[config.mk]
export PLATFORM = sky130hd
export DESIGN_NAME = dist_alarm
export DESIGN_NICKNAME = d
export VERILOG_FILES = /design/src/rtl/dist_alarm.sv
export SDC_FILE = /design/constraint.sdc
export NUM_CORES = 1
export LEC_CHECK = 0
export ABC_AREA = 1
export CELL_PAD_IN_SITES_DETAIL_PLACEMENT = 0
export CELL_PAD_IN_SITES_GLOBAL_PLACEMENT = 1
export CORE_ASPECT_RATIO = 0.9
export CORE_UTILIZATION = 42
export CTS_CLUSTER_SIZE = 28
export DETAILED_ROUTE_END_ITERATION = 7
export DONT_BUFFER_PORTS = 1
export PLACE_DENSITY = 0.76
export SYNTH_ARGS = -nofsm -noshare
export SYNTH_HDL_FRONTEND = slang
export SYNTH_SLANG_ARGS = --single-unit
[constraint.sdc]
create_clock -name clk50 -period 6.94 [get_ports clk50]
set_input_delay 0.347 -clock clk50 [delete_from_list [all_inputs] [get_ports clk50]]
set_output_delay 0.347 -clock clk50 [all_outputs]
set_load 0.03 [all_outputs]
[src/rtl/dist_alarm.sv]
// Distance alarm: filters ranging samples, tracks a hysteretic FAULT/SAFE/WARN/DANGER zone, drives RGB LEDs and buzzer.
// Optional 4-sample averaging window is built when DIST_ALARM_AVG_EN is defined.
module dist_alarm #(
  parameter int CLK_HZ      = 50000000,
  parameter int NEAR_CM     = 10,
  parameter int FAR_CM      = 30,
  parameter int HYST_CM     = 2,
  parameter int TIMEOUT_MS  = 200,
  parameter int BEEP_ON_MS  = 100,
  parameter int BEEP_PER_MS = 500
) (
  input  logic        clk50,
  input  logic        rst,
  input  logic        dist_valid,
  input  logic [15:0] dist_cm,
  output logic        buzzer_en,
  output logic        red_led,
  output logic        green_led,
  output logic        blue_led,
  output logic [1:0]  zone
);

  localparam int TICK_CYC = (CLK_HZ / 1000 > 0) ? CLK_HZ / 1000 : 1;
  localparam int PRE_W    = (TICK_CYC > 1) ? $clog2(TICK_CYC) : 1;
  localparam int TMO_W    = $clog2(TIMEOUT_MS + 1);
  localparam int PH_W     = (BEEP_PER_MS > 1) ? $clog2(BEEP_PER_MS) : 1;

  localparam logic [15:0] NEAR_T     = 16'(NEAR_CM);
  localparam logic [15:0] FAR_T      = 16'(FAR_CM);
  localparam logic [15:0] NEAR_EXIT  = 16'(NEAR_CM + HYST_CM);
  localparam logic [15:0] FAR_EXIT   = 16'(FAR_CM + HYST_CM);

  typedef enum logic [1:0] {
    Z_FAULT  = 2'd0,
    Z_SAFE   = 2'd1,
    Z_WARN   = 2'd2,
    Z_DANGER = 2'd3
  } zone_t;

  logic [PRE_W-1:0] pre_q, pre_d;
  logic [TMO_W-1:0] tmo_q, tmo_d;
  logic [PH_W-1:0]  phase_q, phase_d;
  logic [15:0]      avg_q, avg_d;
  logic             avg_vld_q;
  logic             tick_s, expire_s, buzzer_d;
  zone_t            zone_q, zone_d;

  // ms prescaler and sample-gap timeout; a coincident sample suppresses expiry
  always_comb begin
    tick_s   = (pre_q == PRE_W'(TICK_CYC - 1));
    pre_d    = tick_s ? '0 : pre_q + PRE_W'(1);
    expire_s = tick_s && !dist_valid && (tmo_q == TMO_W'(TIMEOUT_MS - 1));
    if (dist_valid) begin
      tmo_d = '0;
    end else if (tick_s && (tmo_q != TMO_W'(TIMEOUT_MS))) begin
      tmo_d = tmo_q + TMO_W'(1);
    end else begin
      tmo_d = tmo_q;
    end
  end

`ifdef DIST_ALARM_AVG_EN
  logic [3:0][15:0] win_q, win_d;
  logic             fresh_q;
  logic [17:0]      sum_s;

  // window reloads with the first sample after reset/FAULT, otherwise shifts
  always_comb begin
    win_d = win_q;
    if (dist_valid && fresh_q) begin
      win_d = {4{dist_cm}};
    end else if (dist_valid) begin
      win_d = {win_q[2:0], dist_cm};
    end else begin
      win_d = win_q;
    end
    sum_s = 18'(win_d[0]) + 18'(win_d[1]) + 18'(win_d[2]) + 18'(win_d[3]);
    avg_d = sum_s[17:2];
  end

  // window storage and reload flag
  always_ff @(posedge clk50) begin
    if (rst) begin
      win_q   <= '0;
      fresh_q <= 1'b1;
    end else begin
      win_q <= win_d;
      if (expire_s) begin
        fresh_q <= 1'b1;
      end else if (dist_valid) begin
        fresh_q <= 1'b0;
      end
    end
  end
`else
  // unfiltered: average is the raw sample
  always_comb begin
    avg_d = dist_cm;
  end
`endif

  // zone next-state, beep phase and buzzer decision
  always_comb begin
    zone_d = zone_q;
    if (avg_vld_q) begin
      case (zone_q)
        Z_WARN:   zone_d = (avg_q < NEAR_T) ? Z_DANGER : (avg_q >= FAR_EXIT) ? Z_SAFE : Z_WARN;
        Z_DANGER: zone_d = (avg_q >= FAR_EXIT) ? Z_SAFE : (avg_q >= NEAR_EXIT) ? Z_WARN : Z_DANGER;
        // FAULT and SAFE both pick the zone straight from the entry thresholds
        default:  zone_d = (avg_q < NEAR_T) ? Z_DANGER : (avg_q < FAR_T) ? Z_WARN : Z_SAFE;
      endcase
    end else if (expire_s) begin
      zone_d = Z_FAULT;
    end else begin
      zone_d = zone_q;
    end
    if ((zone_d == Z_WARN) && (zone_q != Z_WARN)) begin
      phase_d = '0;
    end else if (tick_s) begin
      phase_d = (phase_q == PH_W'(BEEP_PER_MS - 1)) ? '0 : phase_q + PH_W'(1);
    end else begin
      phase_d = phase_q;
    end
    buzzer_d = (zone_d == Z_DANGER) || ((zone_d == Z_WARN) && (phase_d < PH_W'(BEEP_ON_MS)));
  end

  // pipeline, zone state and registered outputs
  always_ff @(posedge clk50) begin
    if (rst) begin
      pre_q     <= '0;
      tmo_q     <= '0;
      phase_q   <= '0;
      avg_q     <= '0;
      avg_vld_q <= 1'b0;
      zone_q    <= Z_FAULT;
      buzzer_en <= 1'b0;
      red_led   <= 1'b0;
      green_led <= 1'b0;
      blue_led  <= 1'b1;
    end else begin
      pre_q     <= pre_d;
      tmo_q     <= tmo_d;
      phase_q   <= phase_d;
      avg_vld_q <= dist_valid;
      if (dist_valid) begin
        avg_q <= avg_d;
      end
      zone_q    <= zone_d;
      buzzer_en <= buzzer_d;
      red_led   <= (zone_d == Z_WARN) || (zone_d == Z_DANGER);
      green_led <= (zone_d == Z_SAFE) || (zone_d == Z_WARN);
      blue_led  <= (zone_d == Z_FAULT);
    end
  end

  assign zone = zone_q;

endmodule
== Yosys cells after proc, flatten, opt, wreduce, memory -nomap -nowiden ==
Cells that the tools add are included.

* Memory bits (writable): 0
* Latch bits: 0
* Bits of input ports: 19
* ROM bits: 0
* Output and inout bits: 6
* Register bits after elaboration: 56
* Word-level logic and storage cells: 52
* Memories kept: 0

* Shift-type cells: 0
* Multiplexer cells: 12
* Multiply operators: 0
* Reductions and logical operators: 12
* Bitwise logic cells: 0
* Div/mod/pow operators: 0
* $lt $le $gt $ge: 5
* Add/sub/neg operators: 3
* Equality and inequality tests: 10

{| class="wikitable"
|+ Operator list
! cell !! count
|-
| $mux W9 || 3
|-
| $add A16 B1 Y16 const B || 1
|-
| $eq A16 B16 Y1 const B || 1
|-
| $ge A16 B4 Y1 const B || 1
|-
| $ge A16 B6 Y1 const B || 1
|-
| $lt A16 B4 Y1 const B || 1
|-
| $lt A16 B5 Y1 const B || 1
|-
| $mux W2 || 7
|-
| $add A9 B1 Y9 const B || 1
|-
| $eq A9 B9 Y1 const B || 1
|-
| $lt A9 B7 Y1 const B || 1
|-
| $add A8 B1 Y8 const B || 1
|-
| $eq A2 B2 Y1 const B || 4
|-
| $eq A8 B8 Y1 const B || 1
|-
| $ne A8 B8 Y1 const B || 1
|-
| $logic_and A1 B1 Y1 || 5
|-
| $pmux W2 S2 || 1
|-
| $reduce_or A2 Y1 || 2
|-
| $logic_or A1 B1 Y1 || 3
|-
| $eq A2 B1 Y1 const B || 1
|-
| $logic_not A2 Y1 || 1
|-
| $ne A2 B2 Y1 const B || 1
|-
| $logic_not A1 Y1 || 1
|-
| $mux W1 || 1
|}

== Logic depth before layout (Yosys ltp) ==
* Depth after elaboration: 11
* Depth in mapped cells: 17
* Depth with buffers taken out: 17

== Least setup slack after synthesis ==
Ideal clock, no wire load.

* Kind: reg-to-reg
* Start: reg pre_q[0]
* End: reg buzzer_en
* Period minus slack after synthesis: 2.232 ns
* Setup slack: 4.708 ns
* Stages on the path, launching flop included: 17
* Path buffers: 0
* Data required time: 6.826 ns
* Data arrival time: 2.119 ns
* Library setup time: 0.114 ns
* Path through: dfxtp_1 -> ha_1 -> nand3_2 -> nor2_2 -> nand3_1 -> nor2_4 -> nand2_1 -> nand3_1 -> nand2_1 -> ha_1 -> nand2_1 -> a21boi_1 -> nand2_1 -> nor2_1 -> nand2_1 -> nand2_1 -> a21oi_2

* Longest elaborated chain between the ends: 11
* Elaborated cells between the ends (all ways): 13
* Those cells by class: order compare: 1; eq/ne: 3; mux: 4; reduce/logical: 5

{| class="wikitable"
|+ Ends and longest elaborated chain
! item !! line !! text
|-
| from (decl) || 40 || <nowiki>logic [PRE_W-1:0] pre_q, pre_d;</nowiki>
|-
| from (signal assigned) || 141 || <nowiki>pre_q <= pre_d;</nowiki>
|-
| $eq A16 B16 Y1 (*) || 50 || <nowiki>tick_s = (pre_q == PRE_W'(TICK_CYC - 1));</nowiki>
|-
| $logic_and A1 B1 Y1 (*) (2 in a row) || 52 || <nowiki>expire_s = tick_s && !dist_valid && (tmo_q == TMO_W'(TIMEOUT_MS - 1));</nowiki>
|-
| $mux W2 (*) || 112 || <nowiki>end else if (expire_s) begin</nowiki>
|-
| $mux W2 (*) || 105 || <nowiki>if (avg_vld_q) begin</nowiki>
|-
| net zone_d[1] || 46 || <nowiki>zone_t zone_q, zone_d;</nowiki>
|-
| $eq A2 B2 Y1 || 117, 124 ||
|-
| $logic_and A1 B1 Y1 || 117 || <nowiki>if ((zone_d == Z_WARN) && (zone_q != Z_WARN)) begin</nowiki>
|-
| $mux W9 || 117 ||
|-
| $lt A9 B7 Y1 || 124 || <nowiki>buzzer_d = (zone_d == Z_DANGER) || ((zone_d == Z_WARN) && (phase_d < PH_W'(BEEP_ON_MS)));</nowiki>
|-
| $logic_and A1 B1 Y1 || 124 ||
|-
| $logic_or A1 B1 Y1 (*) || 124 ||
|-
| to (signal assigned) || 149 || <nowiki>buzzer_en <= buzzer_d;</nowiki>
|-
| to (decl) || 16 || <nowiki>output logic buzzer_en,</nowiki>
|}

The timed path passes the listed nets; every way through them passes the cells marked *.
A chain may end at the register's enable or synchronous reset.

== Final worst setup path ==
Same ends and word-level chain as after synthesis.

==> impl_metrics.csv <==
group,metric,value,unit
run_status,status,"complete, no violations",
finish,fin_cells,450,
sta,clock_skew,0.00371,ns
global_route,grt_remaining_overflow,0,
sta,setup_viol,0,
sta,relSlewSlack,70.0,%
drt,viasPerCell,4.84,
worst_setup_path,rrSetupSlack,4.32,ns
logic_synthesis,synth_edf_count,0,
floorplan,die_w,86.8,µm
sta,finalCritPeriodShare,37.7,%
worst_setup_path,reg2regPathDepth,16,
drt,wl_per_cell,11.7,µm
logic_synthesis,synth_xor_area_share,1.93,%
floorplan,fp-row-count,27,
global_route,grt_use_total,17.3,%
logic_synthesis,synth_largest_area_cell,"dfxtp_1",
drt,wirelength,5.26,mm
placement,dp.cells,443,
worst_setup_path,r2r-end,"buzzer_en$_SDFF_PP0_",
sta,min_period,2.62,ns
clocking,post_cts_buffers,0,
global_route,antenna_found_initial,0,
sta,tns,0,ns
sta,final_max_slew_viol_count,0,
logic_synthesis,yosysWarnings,0,
finish,syn_to_final_growth,7.65,%
logic_synthesis,synthTopCellsByCount,"nand2_1, dfxtp_1, nor2_1",
floorplan,die_y,78.3,µm
clocking,cts.sinks,55,
worst_setup_path,crit_start,"pre_q[0]$_SDFF_PP0_",
clocking,cts-buffers-inserted,5,
clocking,cts_hold_buf,0,
worst_setup_path,endpoint_kind,"flop",
floorplan,initial_core_util,43.9,%
finish,final_layout_size_suffix_gt1_share,11.3,%
finish,fillers,616,
logic_synthesis,syn_inst,359,
clocking,postCtsResizedCells,0,
clocking,clk_latency,0.31,ns
finish,postLayoutCoreUtil,47.3,%
global_route,grt_max_degree,20,
worst_setup_path,worst-path-max-fanout,8,
floorplan,die_area,0.00679,mm²
worst_setup_path,path_class,"flop to flop",
logic_synthesis,syn-cell-area,0.00272,mm²
logic_synthesis,syn_avg_cell_area,7.57,µm²
worst_setup_path,crit_end,"buzzer_en$_SDFF_PP0_",
logic_synthesis,yosys.cell_count.top_type,"nand2_1",
logic_synthesis,synth_compound_area_share,11.7,%
sta,rsz0062_at_grt,"false",
logic_synthesis,ys_top_cells_by_area,"dfxtp_1, nand2_1, nor2_1, nand3_1, inv_1",
logic_synthesis,synth_nets,385,
worst_setup_path,r2r-start,"pre_q[0]$_SDFF_PP0_",
worst_setup_path,cp-start-kind,"flop",
finish,num_antenna_cells,0,
logic_synthesis,yosysTopAreaCellShare,40.5,%
placement,place.port_buffers,0,
worst_setup_path,critPathRequiredTime,7.15,ns
sta,finalHoldViolCount,0,
placement,hpwl,3.85,mm
run,maxCapViolCount,0,
pwr,power_density,196,mW/mm²
logic_synthesis,ys_types,38,
logic_synthesis,ys_seq_elements,55,
drt,drc,0,
global_route,grt_first_pass_wirelength,9.29,mm
drt,drt_first_pass_iters,4,
logic_synthesis,synth_fa_ha_area_share,3.22,%
sta,fmax,0.382,GHz
clocking,clk_root_buffer_cell,"clkbuf_8",
floorplan,floorplan.io_pins,25,
logic_synthesis,synthSimpleGateAreaFrac,36.1,%
worst_setup_path,crit_arrival,2.83,ns
logic_synthesis,synth_top_family_by_area,"simple AND/OR/NAND/NOR gates",
min_path,min_path_cells,1,
global_route,grt_pass1_vias,2089,
drt,num_vias,2176,
clocking,clkSlewWorstSetupHoldPaths,0.09,ns
clocking,cts_buffer_depth,2,
drt,dr.first_iter.drc_count,88,
logic_synthesis,seq_area_frac_synth,40.5,%
placement,place_area,0.00282,mm²
logic_synthesis,synth.area.mux_share,0,%
pwr,ir_drop,0.0000932,V
sta,worst_slew_pin_slew,0.450,ns
drt,antenna_left,0,
floorplan,coreArea,0.00618,mm²
finish,finalNetCount,389,
clocking,cts-htree-levels,2,
sta,whs,0.0884,ns
logic_synthesis,synth_async_sr_flop_share,0,%
pwr,power_leakage,1.17,nW
placement,gp_congestion,0.754,
finish,final_cell_area,0.00292,mm²
min_path,hold_path_class,"primary input to flop",
logic_synthesis,synth_ff_type,"dfxtp_1",
clocking,cts_tree,"done",
## power by group
| group | leakage [nW] | switching (mW) | internal (mW) |
|---|---|---|---|
| logic | 0.675 | 0.0168 | 0.0107 |
| clock network | 0.0502 | 0.104 | 0.106 |
| registers | 0.448 | 0.0101 | 0.325 |
## cells in the final DEF, fill, tap and decap left out, types with 2 or more instances in the layout
cell,count
inv_1,39
nand3_1,30
nor2_1,46
clkbuf_8,5
ha_1,7
xor2_1,5
or2_2,3
inv_2,3
o2111ai_1,2
nand3b_1,2
nor3b_1,3
nand4_1,9
nand3_2,2
dfxtp_1,55
a22o_1,13
nor3_1,6
nor2_4,4
o21ai_0,8
nand2_1,72
o21a_1,3
nand2_4,2
a21oi_1,16
a21oi_2,2
nor2_2,5
o21ai_1,2
nand2_2,5
## area by class of cell
type	count	area [µm²]	area share [%]
multi-input cells	257	1440	49.2
repair buffers	1	7.51	0.257
well taps	87	109	3.72
clock buffers	5	68.8	2.35
flip-flops and latches	55	1100	37.7
clock inverters	2	37.5	1.28
inverters	43	161	5.52
## metal layers
metal	share of wire [%]	vias up	global-route usage, %
li1	-	1188	-
met1	53	962	23.9
met2	44	22	27.6
met3	2.7	4	3.47
met4	0.76	0	4.50
met5	0	-	0
## how the worst min path moves through the flow
stage,from,endpoint,slack (ns)
CTS,rst,buzzer_en$_SDFF_PP0_,0.08
floorplan,rst,buzzer_en$_SDFF_PP0_,0.41
global route,rst,buzzer_en$_SDFF_PP0_,0.07
finish,rst,buzzer_en$_SDFF_PP0_,0.09
detailed placement,rst,buzzer_en$_SDFF_PP0_,0.41
global placement,rst,buzzer_en$_SDFF_PP0_,0.41
## per-stage QoR
| step | total power, mW | worst slack (ns) |
|---|---|---|
| finish | 0.572 | 4.32 |
| global placement | 0.369 | 4.34 |
| CTS | 0.581 | 4.30 |
| floorplan | 0.364 | 4.71 |
| global route | 0.596 | 3.96 |
| detailed placement | 0.370 | 4.32 |
## cells by family after synthesis
group,count (synthesis)
buffers and inverters,47
and+or+nand+nor,196
DFF,55
xor gates and xnor gates,6
adders and majority gates,7
AOI/OAI and AO/OA,48
## critical path: stages, from the launching register on
cell,delay [ns]
dfxtp_1,0.38
ha_1,0.22
nand3_2,0.15
nor2_2,0.16
nand3_1,0.13
nor2_4,0.19
nand2_1,0.10
nand3_1,0.08
nand2_1,0.10
ha_1,0.21
nand2_1,0.25
a21boi_1,0.20
nand2_1,0.08
nor2_1,0.09
nand2_1,0.06
nand2_1,0.08
a21oi_2,0.05
## registers in the layout, summed over array words and instances, names as in the netlist
| signal | flops |
|---|---|
| pre_q | 16 |
| avg_q | 15 |
| phase_q | 9 |
| tmo_q | 8 |
| zone | 2 |
| avg_vld_q | 1 |
| blue_led | 1 |
| buzzer_en | 1 |
| green_led | 1 |
| red_led | 1 |
Power figures use the tool's default switching activity.
